==> src/rtl/speed_window_sequencer_pkg.sv <==
// Shared types and constants for the sliding-window speed sequencer.
package speed_window_sequencer_pkg;

  typedef enum logic [1:0] {
    IDLE = 2'd0,
    FILL = 2'd1,
    RUN  = 2'd2
  } state_e;

  localparam int unsigned SETTLE_CYCLES = 2;
  localparam int unsigned MIN_PERIOD    = 4;

endpackage

==> src/rtl/speed_window_sequencer_prescaler.sv <==
// Sub-window prescaler: counts 0..per_q-1, flags terminal count, reloads the
// clamped period at every boundary and continuously while stopped.
module sub_period_prescaler
  import speed_window_sequencer_pkg::*;
#(
  parameter int unsigned PERIOD_WIDTH = 24
) (
  input  logic                    clk,
  input  logic                    rst_n,
  input  logic                    run,
  input  logic [PERIOD_WIDTH-1:0] sub_period,
  output logic                    tc
);

  logic [PERIOD_WIDTH-1:0] cnt_q, cnt_d;
  logic [PERIOD_WIDTH-1:0] per_q, per_d;
  logic [PERIOD_WIDTH-1:0] per_clamped;

  always_comb begin
    per_clamped = (sub_period < PERIOD_WIDTH'(MIN_PERIOD)) ? PERIOD_WIDTH'(MIN_PERIOD) : sub_period;
    tc          = run && (cnt_q == per_q - 1'b1);
    cnt_d       = cnt_q + 1'b1;
    per_d       = per_q;
    // Reloading every stopped cycle makes the value taken on the start edge the live one.
    if (!run || tc) begin
      cnt_d = '0;
      per_d = per_clamped;
    end
  end

  always_ff @(posedge clk or negedge rst_n) begin
    if (!rst_n) begin
      cnt_q <= '0;
      per_q <= PERIOD_WIDTH'(MIN_PERIOD);
    end else begin
      cnt_q <= cnt_d;
      per_q <= per_d;
    end
  end

endmodule

==> src/rtl/speed_window_sequencer.sv <==
// Steps the pulse counter's SEL once per sub-window and publishes the settled
// full-window SUM as SPEED with a one-cycle valid strobe.
module speed_window_sequencer
  import speed_window_sequencer_pkg::*;
#(
  parameter int unsigned LOG2_N_SUB_CTRS = 4,
  parameter int unsigned PERIOD_WIDTH    = 24,
  parameter int unsigned SUM_WIDTH       = 16
) (
  input  logic                       CLK,
  input  logic                       RESETN,
  input  logic                       EN,
  input  logic [PERIOD_WIDTH-1:0]    SUB_PERIOD,
  input  logic [SUM_WIDTH-1:0]       SUM_IN,
  output logic [LOG2_N_SUB_CTRS-1:0] SEL,
  output logic                       SUB_TICK,
  output logic [SUM_WIDTH-1:0]       SPEED,
  output logic                       SPEED_VALID,
  output logic                       FILLED
);

  localparam int unsigned          FILL_W = LOG2_N_SUB_CTRS + 1;
  localparam logic [FILL_W-1:0]    N_SUB  = FILL_W'(1 << LOG2_N_SUB_CTRS);

  state_e                       state_q, state_d;
  logic [LOG2_N_SUB_CTRS-1:0]   sel_q, sel_d;
  logic [FILL_W-1:0]            fill_q, fill_d;
  logic [SETTLE_CYCLES-1:0]     settle_q, settle_d;
  logic [SUM_WIDTH-1:0]         speed_q, speed_d;
  logic                         valid_q, valid_d;
  logic                         tick_q, tick_d;
  logic                         filled_q, filled_d;
  logic                         running;
  logic                         boundary;
  logic                         last_fill;
  logic                         sample_start;

  assign running = (state_q != IDLE);

  sub_period_prescaler #(
    .PERIOD_WIDTH(PERIOD_WIDTH)
  ) u_prescaler (
    .clk       (CLK),
    .rst_n     (RESETN),
    .run       (running),
    .sub_period(SUB_PERIOD),
    .tc        (boundary)
  );

  always_comb begin
    state_d      = state_q;
    sel_d        = sel_q;
    fill_d       = fill_q;
    settle_d     = '0;
    speed_d      = speed_q;
    valid_d      = 1'b0;
    tick_d       = boundary;
    filled_d     = filled_q;
    last_fill    = (fill_q == N_SUB - 1'b1);
    sample_start = boundary && ((state_q == RUN) || last_fill);

    if (boundary) begin
      sel_d = sel_q + 1'b1;
      if (fill_q != N_SUB) fill_d = fill_q + 1'b1;
    end

    case (state_q)
      IDLE: begin
        if (EN) begin
          state_d = FILL;
          fill_d  = '0;
        end
      end
      FILL: begin
        if (boundary && last_fill) begin
          state_d  = RUN;
          filled_d = 1'b1;
        end
      end
      RUN:     ;
      default: state_d = IDLE;
    endcase

    if (running) begin
      settle_d = {settle_q[SETTLE_CYCLES-2:0], sample_start};
      if (settle_q[SETTLE_CYCLES-1] && (state_q == RUN)) begin
        speed_d = SUM_IN;
        valid_d = 1'b1;
      end
      // Disable still lets a coincident boundary advance SEL, but kills any pending sample.
      if (!EN) begin
        state_d  = IDLE;
        filled_d = 1'b0;
        settle_d = '0;
        valid_d  = 1'b0;
        speed_d  = speed_q;
      end
    end
  end

  always_ff @(posedge CLK or negedge RESETN) begin
    if (!RESETN) begin
      state_q  <= IDLE;
      sel_q    <= '0;
      fill_q   <= '0;
      settle_q <= '0;
      speed_q  <= '0;
      valid_q  <= 1'b0;
      tick_q   <= 1'b0;
      filled_q <= 1'b0;
    end else begin
      state_q  <= state_d;
      sel_q    <= sel_d;
      fill_q   <= fill_d;
      settle_q <= settle_d;
      speed_q  <= speed_d;
      valid_q  <= valid_d;
      tick_q   <= tick_d;
      filled_q <= filled_d;
    end
  end

  assign SEL         = sel_q;
  assign SUB_TICK    = tick_q;
  assign SPEED       = speed_q;
  assign SPEED_VALID = valid_q;
  assign FILLED      = filled_q;

endmodule

==> config.mk <==
export PLATFORM = sky130hd
export DESIGN_NAME = speed_window_sequencer
export DESIGN_NICKNAME = d
export VERILOG_FILES = /design/src/rtl/speed_window_sequencer_pkg.sv /design/src/rtl/speed_window_sequencer_prescaler.sv /design/src/rtl/speed_window_sequencer.sv
export SDC_FILE = /design/constraint.sdc
export NUM_CORES = 1
export LEC_CHECK = 0
export BUFFER_PORTS_ARGS = -buffer_cell sky130_fd_sc_hd__buf_2
export CORE_UTILIZATION = 57
export DETAILED_ROUTE_END_ITERATION = 10
export PLACE_DENSITY = 0.88
export SYNTH_ARGS = -nofsm -noshare
export SYNTH_HDL_FRONTEND = slang
export SYNTH_SLANG_ARGS = --single-unit
==> constraint.sdc <==
create_clock -name CLK -period 4.2 [get_ports CLK]
set_input_delay 0 -clock CLK [delete_from_list [all_inputs] [get_ports CLK]]
set_output_delay 0 -clock CLK [all_outputs]
set_load 0.05 [all_outputs]
==> impl_metrics.prom, run 1 <==
# TYPE chip_impl_metric gauge
chip_impl_metric{name="synth_warnings",unit=""} 0
chip_impl_metric{name="totalPowerFinal",unit="W"} 0.00174
chip_impl_metric{name="drc_errors",unit=""} 0
chip_impl_info{name="cts.root.buffer_cell",value="sky130_fd_sc_hd__clkbuf_8"} 1
chip_impl_metric{name="power.share.combinational",unit="%"} 13.7
chip_impl_metric{name="drv.max_cap_violation_count",unit=""} 0
chip_impl_metric{name="grt_overflow_total",unit=""} 0
chip_impl_metric{name="irDropWorstVdd",unit="V"} 0.000194
chip_impl_metric{name="worstPathArrival",unit="ns"} 4.14
chip_impl_metric{name="cellPowerDensity",unit="nW/um^2"} 320
chip_impl_metric{name="post_route_cells_drive_above_1_share",unit="%"} 26.3
chip_impl_metric{name="row_count",unit=""} 31
chip_impl_info{name="worstSetupPathType",value="reg2reg"} 1
chip_impl_info{name="critical_path.startpoint_type",value="flip-flop"} 1
chip_impl_metric{name="slew_violations",unit=""} 0
chip_impl_metric{name="firstDrtPassIters",unit=""} 4
chip_impl_info{name="end_kind",value="flip-flop"} 1
chip_impl_metric{name="vias_per_cell",unit=""} 5.75
chip_impl_metric{name="path_clk_slew",unit="ns"} 0.08
chip_impl_metric{name="overall_die_height",unit="um"} 90.0
chip_impl_metric{name="first_global_vias",unit=""} 3685
chip_impl_metric{name="critical_path.max_fanout",unit=""} 24
chip_impl_metric{name="pin_count_of_the_biggest_net_entering_global_routing",unit=""} 81
chip_impl_metric{name="power_frac_clock",unit="%"} 37.5
chip_impl_metric{name="initial_core_util",unit="%"} 59.8
chip_impl_metric{name="wire_per_inst",unit="um"} 16.8
chip_impl_metric{name="clkSinkCount",unit=""} 80
chip_impl_metric{name="yosys.area_share.simple",unit="%"} 19.5
chip_impl_metric{name="timing.final.hold_violations",unit=""} 0
chip_impl_metric{name="synth-async-reset-ratio",unit="%"} 100
chip_impl_metric{name="syn_inst",unit=""} 405
chip_impl_metric{name="p_switching",unit="W"} 0.000431
chip_impl_metric{name="synth_compound_area_share",unit="%"} 6.04
chip_impl_metric{name="die_area",unit="um^2"} 8090
chip_impl_metric{name="max_freq",unit="MHz"} 256
chip_impl_metric{name="tns",unit="ns"} 0
chip_impl_metric{name="period_needed",unit="ns"} 3.91
chip_impl_metric{name="num_vias",unit=""} 3523
chip_impl_metric{name="regToRegSetupSlack",unit="ns"} 0.29
chip_impl_info{name="worstReg2RegStart",value="u_prescaler.per_q[0]"} 1
chip_impl_metric{name="total_leakage_power",unit="nW"} 2.52
chip_impl_info{name="netlist.top_cell.by_area",value="sky130_fd_sc_hd__dfrtp_1"} 1
chip_impl_info{name="ys_dominant_reg_cell",value="sky130_fd_sc_hd__dfrtp_1"} 1
chip_impl_metric{name="synth_fa_ha_area_share",unit="%"} 1.70
chip_impl_info{name="netlist_top_cells_area",value="sky130_fd_sc_hd__dfrtp_1, sky130_fd_sc_hd__mux2_4, sky130_fd_sc_hd__xnor2_1"} 1
chip_impl_metric{name="routed_wirelength",unit="um"} 10300
chip_impl_metric{name="synth.mux.area_fraction",unit="%"} 13.3
chip_impl_metric{name="placedInstanceArea",unit="um^2"} 4800
chip_impl_metric{name="port-buffer-count",unit=""} 65
chip_impl_metric{name="dp.cells",unit=""} 557
chip_impl_metric{name="grt_first_pass_wirelength",unit="um"} 17500
chip_impl_metric{name="synth_area_per_cell",unit="um^2"} 10.9
chip_impl_metric{name="groute.usage.overall",unit="%"} 27.1
chip_impl_metric{name="antenna_cells",unit=""} 0
chip_impl_metric{name="cts_inserted_buffers",unit=""} 9
chip_impl_metric{name="sequentialPowerShare",unit="%"} 48.8
chip_impl_metric{name="clock_tree_buffer_depth",unit=""} 2
chip_impl_info{name="crit-reg2reg-capture",value="u_prescaler.per_q[23]"} 1
chip_impl_metric{name="area_growth",unit="%"} 23.3
chip_impl_info{name="grt_setup_unrepaired",value="false"} 1
chip_impl_metric{name="setup_violations",unit=""} 0
chip_impl_metric{name="design.portCount",unit=""} 66
chip_impl_metric{name="netlist.area_leader.share",unit="%"} 44.8
chip_impl_metric{name="worstPathRequired",unit="ns"} 4.43
chip_impl_metric{name="p_int",unit="W"} 0.00131
chip_impl_metric{name="finClkSkew",unit="ns"} 0.0105
chip_impl_metric{name="drt_first_iter_violations",unit=""} 247
chip_impl_info{name="cts_tree",value="yes"} 1
chip_impl_info{name="run_status",value="finished, final reports clean"} 1
chip_impl_metric{name="netlist-cell-type-count",unit=""} 57
chip_impl_metric{name="synth-seq-area-share",unit="%"} 45.4
chip_impl_info{name="dominant_combinational_cell_family_by_area_after_synthesis",value="simple AND/OR/NAND/NOR gates"} 1
chip_impl_metric{name="worstMarginPinSlew",unit="ns"} 0.999
chip_impl_metric{name="max_slew_margin",unit="%"} 33.4
chip_impl_metric{name="layoutNonFillerInstCount",unit=""} 613
chip_impl_metric{name="ant_nets",unit=""} 0
chip_impl_metric{name="clock_latency",unit="ns"} 0.35
chip_impl_metric{name="holdWs",unit="ns"} 0.339
chip_impl_metric{name="antenna_found_initial",unit=""} 0
chip_impl_metric{name="core",unit="um^2"} 7370
chip_impl_metric{name="post-cts-setup-buffer-count",unit=""} 0
chip_impl_metric{name="cts_htree_levels",unit=""} 3
chip_impl_metric{name="synth.cell_area",unit="um^2"} 4410
chip_impl_metric{name="die_width",unit="um"} 90.0
chip_impl_metric{name="final_area",unit="um^2"} 5440
chip_impl_metric{name="mappedNetlistNets",unit=""} 454
chip_impl_metric{name="power.share.switching",unit="%"} 24.8
chip_impl_info{name="timing.hold.worst.class",value="in2async"} 1
chip_impl_metric{name="timing.final.crit_share",unit="%"} 93.1
chip_impl_metric{name="post_synth_xor_xnor_area",unit="%"} 11.1
chip_impl_metric{name="dp_hpwl",unit="um"} 6950
chip_impl_metric{name="worst_r2r_path_depth",unit=""} 11
chip_impl_metric{name="number_of_synthesized_flops_with_an_enable_pin",unit=""} 0
chip_impl_metric{name="nets",unit=""} 560
chip_impl_metric{name="place.gp.congestion",unit=""} 0.964
chip_impl_metric{name="ys_ff_latch",unit=""} 80
layout by cell type (no fill, tap or decap), types with 3 or more instances in the layout:
cell,n
sky130_fd_sc_hd__nand4b_1,3
sky130_fd_sc_hd__nand3_1,18
sky130_fd_sc_hd__nor2b_1,5
sky130_fd_sc_hd__buf_4,4
sky130_fd_sc_hd__and3_1,10
sky130_fd_sc_hd__bufinv_16,3
sky130_fd_sc_hd__o21ai_0,4
sky130_fd_sc_hd__dfrtp_1,79
sky130_fd_sc_hd__a31o_2,4
sky130_fd_sc_hd__clkbuf_8,9
sky130_fd_sc_hd__nor4_1,12
sky130_fd_sc_hd__a21oi_1,4
sky130_fd_sc_hd__xor2_1,24
sky130_fd_sc_hd__nand4_1,7
sky130_fd_sc_hd__buf_2,64
sky130_fd_sc_hd__mux2i_1,6
sky130_fd_sc_hd__nor3_1,18
sky130_fd_sc_hd__dlygate4sd3_1,42
sky130_fd_sc_hd__mux2_4,20
sky130_fd_sc_hd__nand2_1,21
sky130_fd_sc_hd__or4_1,8
sky130_fd_sc_hd__ha_1,6
sky130_fd_sc_hd__nor2_1,36
sky130_fd_sc_hd__inv_1,11
sky130_fd_sc_hd__xnor2_1,32
sky130_fd_sc_hd__mux2_2,18
per-layer routing:
layer  GRT usage [%]  share of wire (%)  wire, um  vias up
met1            35.4                 43      4390     1714
li1                -                  -         -     1653
met5               0                  0         0        -
met4            13.4                2.9       304        0
met2            43.9                 48      5000      121
met3            4.65                6.1       628       35
stage by stage:
stage | worst slack [ns] | util, %
after global placement | 0.533 | 65.1
after detailed placement | 0.394 | 65.1
final | 0.288 | 73.8
after global routing | 0.0827 | 73.8
after floorplan | 0.832 | -
after CTS | 0.360 | 73.8
Yosys cell counts (3+ instances only):
library cell,number
sky130_fd_sc_hd__xnor2_1,32
sky130_fd_sc_hd__nand4b_1,3
sky130_fd_sc_hd__mux2_2,18
sky130_fd_sc_hd__mux2i_1,6
sky130_fd_sc_hd__nand3_1,18
sky130_fd_sc_hd__nor2_1,36
sky130_fd_sc_hd__and3_1,10
sky130_fd_sc_hd__inv_1,11
sky130_fd_sc_hd__o21ai_0,4
sky130_fd_sc_hd__nand4_1,7
sky130_fd_sc_hd__nand2_1,21
sky130_fd_sc_hd__ha_1,6
sky130_fd_sc_hd__a21oi_1,4
sky130_fd_sc_hd__nor3_1,18
sky130_fd_sc_hd__clkbuf_1,9
sky130_fd_sc_hd__nor4_1,12
sky130_fd_sc_hd__or4_1,8
sky130_fd_sc_hd__buf_6,3
sky130_fd_sc_hd__a31o_2,4
sky130_fd_sc_hd__nor2b_1,5
sky130_fd_sc_hd__xor2_1,24
sky130_fd_sc_hd__mux2_4,20
sky130_fd_sc_hd__dfrtp_1,79
what timing repair did:
action                                  4_1_cts  5_1_grt
hold buffers                                 42        0
hold endpoints to repair                    122        0
endpoints found under the setup margin        0        0
resized for setup                             0        0
critical path: stages (launching register included):
cell and delay [ns]:
sky130_fd_sc_hd__dfrtp_1 0.43, sky130_fd_sc_hd__inv_1 0.10, sky130_fd_sc_hd__ha_1 0.24, sky130_fd_sc_hd__nor3b_1 0.43
sky130_fd_sc_hd__nand3_1 0.28, sky130_fd_sc_hd__or3_1 0.40, sky130_fd_sc_hd__a211oi_2 0.32, sky130_fd_sc_hd__nand4_1 0.16
sky130_fd_sc_hd__or4_4 0.58, sky130_fd_sc_hd__o21ai_4 0.14, sky130_fd_sc_hd__buf_4 0.34, sky130_fd_sc_hd__mux2_1 0.37
sequential cells by signal, indices dropped and copies added (netlist names):
| register | flops |
|---|---|
| u_prescaler.cnt_q | 24 |
| u_prescaler.per_q | 24 |
| SPEED | 16 |
| fill_q | 5 |
| SEL | 4 |
| settle_q | 2 |
| state_q | 2 |
| FILLED | 1 |
| SPEED_VALID | 1 |
| SUB_TICK | 1 |
layout make-up:
| type | instances | area (um^2) |
|---|---|---|
| Clock buffer | 10 | 128 |
| Fill cell | 500 | 1930 |
| Timing Repair Buffer | 110 | 771 |
| Multi-Input combinational cell | 299 | 2280 |
| Clock inverter | 4 | 95.1 |
| Sequential cell | 80 | 2000 |
| Tap cell | 99 | 124 |
| Inverter | 11 | 41.3 |
power groups by stage:
stage	logic [W]	clock network, W	registers [W]
after floorplan	0.000148	0	0.000842
after global placement	0.000194	0	0.000859
after detailed placement	0.000204	0	0.000861
after CTS	0.000236	0.000666	0.000848
after global routing	0.000262	0.000693	0.000854
final	0.000239	0.000654	0.000850
worst max-delay path by stage:
stage                                startpoint               endpoint  slack, ns  cells past startpoint
after global routing       u_prescaler.per_q[0]  u_prescaler.per_q[23]       0.08                     11
final                      u_prescaler.per_q[0]  u_prescaler.per_q[23]       0.29                     11
after detailed placement   u_prescaler.per_q[0]  u_prescaler.per_q[23]       0.39                     11
after global placement    u_prescaler.per_q[11]  u_prescaler.per_q[22]       0.53                      9
after CTS                  u_prescaler.per_q[0]  u_prescaler.per_q[23]       0.36                     11
after floorplan           u_prescaler.per_q[11]  u_prescaler.per_q[10]       0.83                     10
cell families (layout without fill, tap and decap cells):
| family | count (synthesis) | in the layout |
|---|---|---|
| xor gates and xnor gates | 56 | 56 |
| muxes | 46 | 46 |
| buffers and inverters | 26 | 135 |
| adders and majority gates | 6 | 6 |
| DFF | 80 | 80 |
| AOI/OAI and AO/OA | 33 | 33 |
| and+or+nand+nor | 158 | 158 |
No activity file was read; power rests on OpenSTA's default activity.
==> run 2: changes to the inputs <==
--- a/config.mk
+++ b/config.mk
@@ -5,8 +5,9 @@
 export SDC_FILE = /design/constraint.sdc
 export NUM_CORES = 1
 export LEC_CHECK = 0
+export ABC_AREA = 1
 export BUFFER_PORTS_ARGS = -buffer_cell sky130_fd_sc_hd__buf_2
-export CORE_UTILIZATION = 57
+export CORE_UTILIZATION = 58
 export DETAILED_ROUTE_END_ITERATION = 10
 export PLACE_DENSITY = 0.88
 export SYNTH_ARGS = -nofsm -noshare
==> impl_metrics.prom, run 2 <==
# TYPE chip_impl_metric gauge
chip_impl_metric{name="pin_count_of_the_biggest_net_entering_global_routing",unit=""} 81
chip_impl_info{name="netlist_top_cells_area",value="sky130_fd_sc_hd__dfrtp_1, sky130_fd_sc_hd__nand2_1, sky130_fd_sc_hd__nor2_1"} 1
chip_impl_metric{name="timing.final.hold_violations",unit=""} 0
chip_impl_metric{name="wire_per_inst",unit="um"} 15.1
chip_impl_metric{name="grt_first_pass_wirelength",unit="um"} 22100
chip_impl_metric{name="ys_ff_latch",unit=""} 80
chip_impl_metric{name="drv.max_cap_violation_count",unit=""} 0
chip_impl_info{name="end_kind",value="flip-flop"} 1
chip_impl_metric{name="clkSinkCount",unit=""} 80
chip_impl_metric{name="drc_errors",unit=""} 0
chip_impl_metric{name="syn_inst",unit=""} 692
chip_impl_metric{name="post_route_cells_drive_above_1_share",unit="%"} 13.1
chip_impl_info{name="cts_tree",value="yes"} 1
chip_impl_info{name="post-synth-top-count-cell",value="sky130_fd_sc_hd__nand2_1"} 1
chip_impl_metric{name="initial_core_util",unit="%"} 59.7
chip_impl_info{name="worstReg2RegStart",value="u_prescaler.per_q[0]"} 1
chip_impl_metric{name="fillerInstances",unit=""} 569
chip_impl_metric{name="synth.cell_area",unit="um^2"} 4900
chip_impl_metric{name="core",unit="um^2"} 8220
chip_impl_metric{name="setup_violations",unit=""} 0
chip_impl_info{name="crit-reg2reg-capture",value="u_prescaler.per_q[5]"} 1
chip_impl_metric{name="worst_path_largest_cell_delay",unit="ns"} 0.49
chip_impl_info{name="run_status",value="finished, final reports clean"} 1
chip_impl_metric{name="netlist-cell-type-count",unit=""} 33
chip_impl_info{name="final_cell_mix",value="sky130_fd_sc_hd__nand2_1, sky130_fd_sc_hd__nor2_1, sky130_fd_sc_hd__inv_1"} 1
chip_impl_metric{name="cellPowerDensity",unit="nW/um^2"} 285
chip_impl_metric{name="dp_hpwl",unit="um"} 8750
chip_impl_metric{name="cts_inserted_buffers",unit=""} 9
chip_impl_info{name="worstSetupPathType",value="reg2reg"} 1
chip_impl_metric{name="max_slew_margin",unit="%"} 33.3
chip_impl_metric{name="num_vias",unit=""} 5030
chip_impl_info{name="worstSetupStartpoint",value="u_prescaler.per_q[0]"} 1
chip_impl_info{name="critical-path-slowest-cell",value="sky130_fd_sc_hd__nand2_4"} 1
chip_impl_metric{name="first_global_vias",unit=""} 4682
chip_impl_info{name="netlist.top_cell.by_area",value="sky130_fd_sc_hd__dfrtp_1"} 1
chip_impl_info{name="layout_commonest_cell",value="sky130_fd_sc_hd__nand2_1"} 1
chip_impl_metric{name="grt_overflow_total",unit=""} 0
chip_impl_metric{name="dpl_worst_slack",unit="ns"} 1.41
chip_impl_metric{name="irDropWorstVdd",unit="V"} 0.000255
chip_impl_metric{name="row_count",unit=""} 33
chip_impl_metric{name="tns",unit="ns"} 0
chip_impl_metric{name="totalPowerFinal",unit="W"} 0.00168
chip_impl_metric{name="period_needed",unit="ns"} 2.89
chip_impl_metric{name="area_growth",unit="%"} 20.2
chip_impl_metric{name="clock_latency",unit="ns"} 0.35
chip_impl_info{name="ys_dominant_reg_cell",value="sky130_fd_sc_hd__dfrtp_1"} 1
chip_impl_metric{name="worstPathRequired",unit="ns"} 4.46
chip_impl_metric{name="antenna_cells",unit=""} 0
chip_impl_metric{name="die_area",unit="um^2"} 8830
chip_impl_metric{name="clock_tree_buffer_depth",unit=""} 2
chip_impl_metric{name="place.gp.congestion",unit=""} 0.903
chip_impl_metric{name="number_of_synthesized_flops_with_an_enable_pin",unit=""} 0
chip_impl_metric{name="synth_area_per_cell",unit="um^2"} 7.09
chip_impl_metric{name="netlist.area_leader.share",unit="%"} 40.3
chip_impl_info{name="path_cells",value="inv_1 > ha_1 > nand2_2 > nor2_4 > nand2_1 > nand2_1 > nand2_1 > nor2_1 > nand2_1 > inv_1 > nand2_1 > nor2_2 > nand2_4 > nand2_4 > nand2_1 > o21ai_0"} 1
chip_impl_info{name="cts.root.buffer_cell",value="sky130_fd_sc_hd__clkbuf_8"} 1
chip_impl_metric{name="total_leakage_power",unit="nW"} 3.14
chip_impl_metric{name="nets",unit=""} 847
chip_impl_metric{name="vias_per_cell",unit=""} 5.54
chip_impl_info{name="most_frequent_cp_cell",value="sky130_fd_sc_hd__nand2_1"} 1
chip_impl_metric{name="ant_nets",unit=""} 0
chip_impl_metric{name="worstMarginPinSlew",unit="ns"} 1.00
chip_impl_metric{name="regToRegSetupSlack",unit="ns"} 1.31
chip_impl_info{name="grt_setup_unrepaired",value="false"} 1
chip_impl_metric{name="design.portCount",unit=""} 66
chip_impl_metric{name="final_critical_path_setup_slack",unit="ns"} 1.31
chip_impl_metric{name="antenna_found_initial",unit=""} 0
chip_impl_metric{name="firstDrtPassIters",unit=""} 5
chip_impl_metric{name="groute.usage.overall",unit="%"} 33.0
chip_impl_metric{name="synth_warnings",unit=""} 0
chip_impl_metric{name="synth-seq-area-share",unit="%"} 40.8
chip_impl_metric{name="slew_violations",unit=""} 0
chip_impl_metric{name="worst_r2r_path_depth",unit=""} 16
chip_impl_metric{name="critical_path.max_fanout",unit=""} 57
chip_impl_info{name="critical_path.startpoint_type",value="flip-flop"} 1
chip_impl_metric{name="die_width",unit="um"} 94.0
chip_impl_info{name="timing.hold.worst.class",value="in2async"} 1
chip_impl_metric{name="synth-async-reset-ratio",unit="%"} 100
chip_impl_metric{name="post-cts-setup-buffer-count",unit=""} 0
chip_impl_metric{name="max_freq",unit="MHz"} 346
chip_impl_metric{name="drt_first_iter_violations",unit=""} 480
chip_impl_metric{name="timing.final.crit_share",unit="%"} 68.9
chip_impl_metric{name="port-buffer-count",unit=""} 65
chip_impl_metric{name="holdWs",unit="ns"} 0.346
chip_impl_metric{name="finClkSkew",unit="ns"} 0.00918
chip_impl_metric{name="cts_htree_levels",unit=""} 3
chip_impl_info{name="ys_top_cells_by_count",value="sky130_fd_sc_hd__nand2_1, sky130_fd_sc_hd__nor2_1, sky130_fd_sc_hd__inv_1"} 1
chip_impl_metric{name="worstPathArrival",unit="ns"} 3.15
chip_impl_metric{name="path_clk_slew",unit="ns"} 0.08
chip_impl_metric{name="overall_die_height",unit="um"} 94.0
chip_impl_metric{name="mappedNetlistNets",unit=""} 741
chip_impl_metric{name="routed_wirelength",unit="um"} 13800
run 2: routing by layer:
| metal | wire (um) | vias up | track usage, % |
|---|---|---|---|
| met2 | 6840 | 239 | 56.8 |
| met4 | 410 | 0 | 12.8 |
| met3 | 1040 | 41 | 6.23 |
| met1 | 5460 | 2366 | 40.8 |
| met5 | 0 | - | 0 |
| li1 | - | 2384 | - |
run 2: stage by stage:
stage	cell area, um^2	util, %	cells
finish	5900	71.8	908
global route	5900	71.8	908
CTS	5900	71.8	908
detailed placement	5280	64.2	850
global placement	5280	64.2	850
floorplan	4900	-	692
run 2: cell type report:
cell class	instances	area, um^2	share of cell area [%]
clock inverter	5	56.3	0.955
clock buffer	11	141	2.40
tap	105	131	2.23
multi-input combinational	516	2500	42.4
sequential	80	2000	34.0
timing repair buffer	107	748	12.7
inverter	84	315	5.35
run 2: repair_timing:
item	in CTS	in global routing
hold endpoints to repair	124	0
endpoints found under the setup margin	0	0
gates resized for setup	0	0
hold buffers	42	0
run 2: cell families (layout without fill, tap and decap cells):
logic type	count (synthesis)	in the layout	share of synthesized area [%]
compound gates	23	23	2.37
xor+xnor	36	36	6.43
fa+ha+maj	6	6	1.53
buf+inv	96	207	8.16
flops	80	80	40.8
simple gates	451	451	40.7
run 2: power by group:
group | internal [W] | switching [W]
registers | 0.000795 | 0.0000354
clock network | 0.000290 | 0.000282
logic | 0.000105 | 0.000172
total | 0.00119 | 0.000489
run 2: worst max-delay path: cells and delay by family (launching register included):
family	cells	cell delay, ns
buffers and inverters	2	0.22
adder cells (fa/ha/maj)	1	0.26
flip-flops	1	0.40
AO/OA/AOI/OAI	1	0.12
AND/OR/NAND/NOR	12	1.75
run 2: how the worst max path moves through the flow:
stage / endpoint / slack (ns) / depth (start not counted)
after global placement: u_prescaler.per_q[0] / 1.53 / 16
after CTS: u_prescaler.per_q[5] / 1.39 / 15
after detailed placement: u_prescaler.per_q[5] / 1.41 / 15
after global routing: u_prescaler.per_q[5] / 0.97 / 16
final: u_prescaler.per_q[5] / 1.31 / 16
after floorplan: u_prescaler.cnt_q[19] / 2.04 / 17
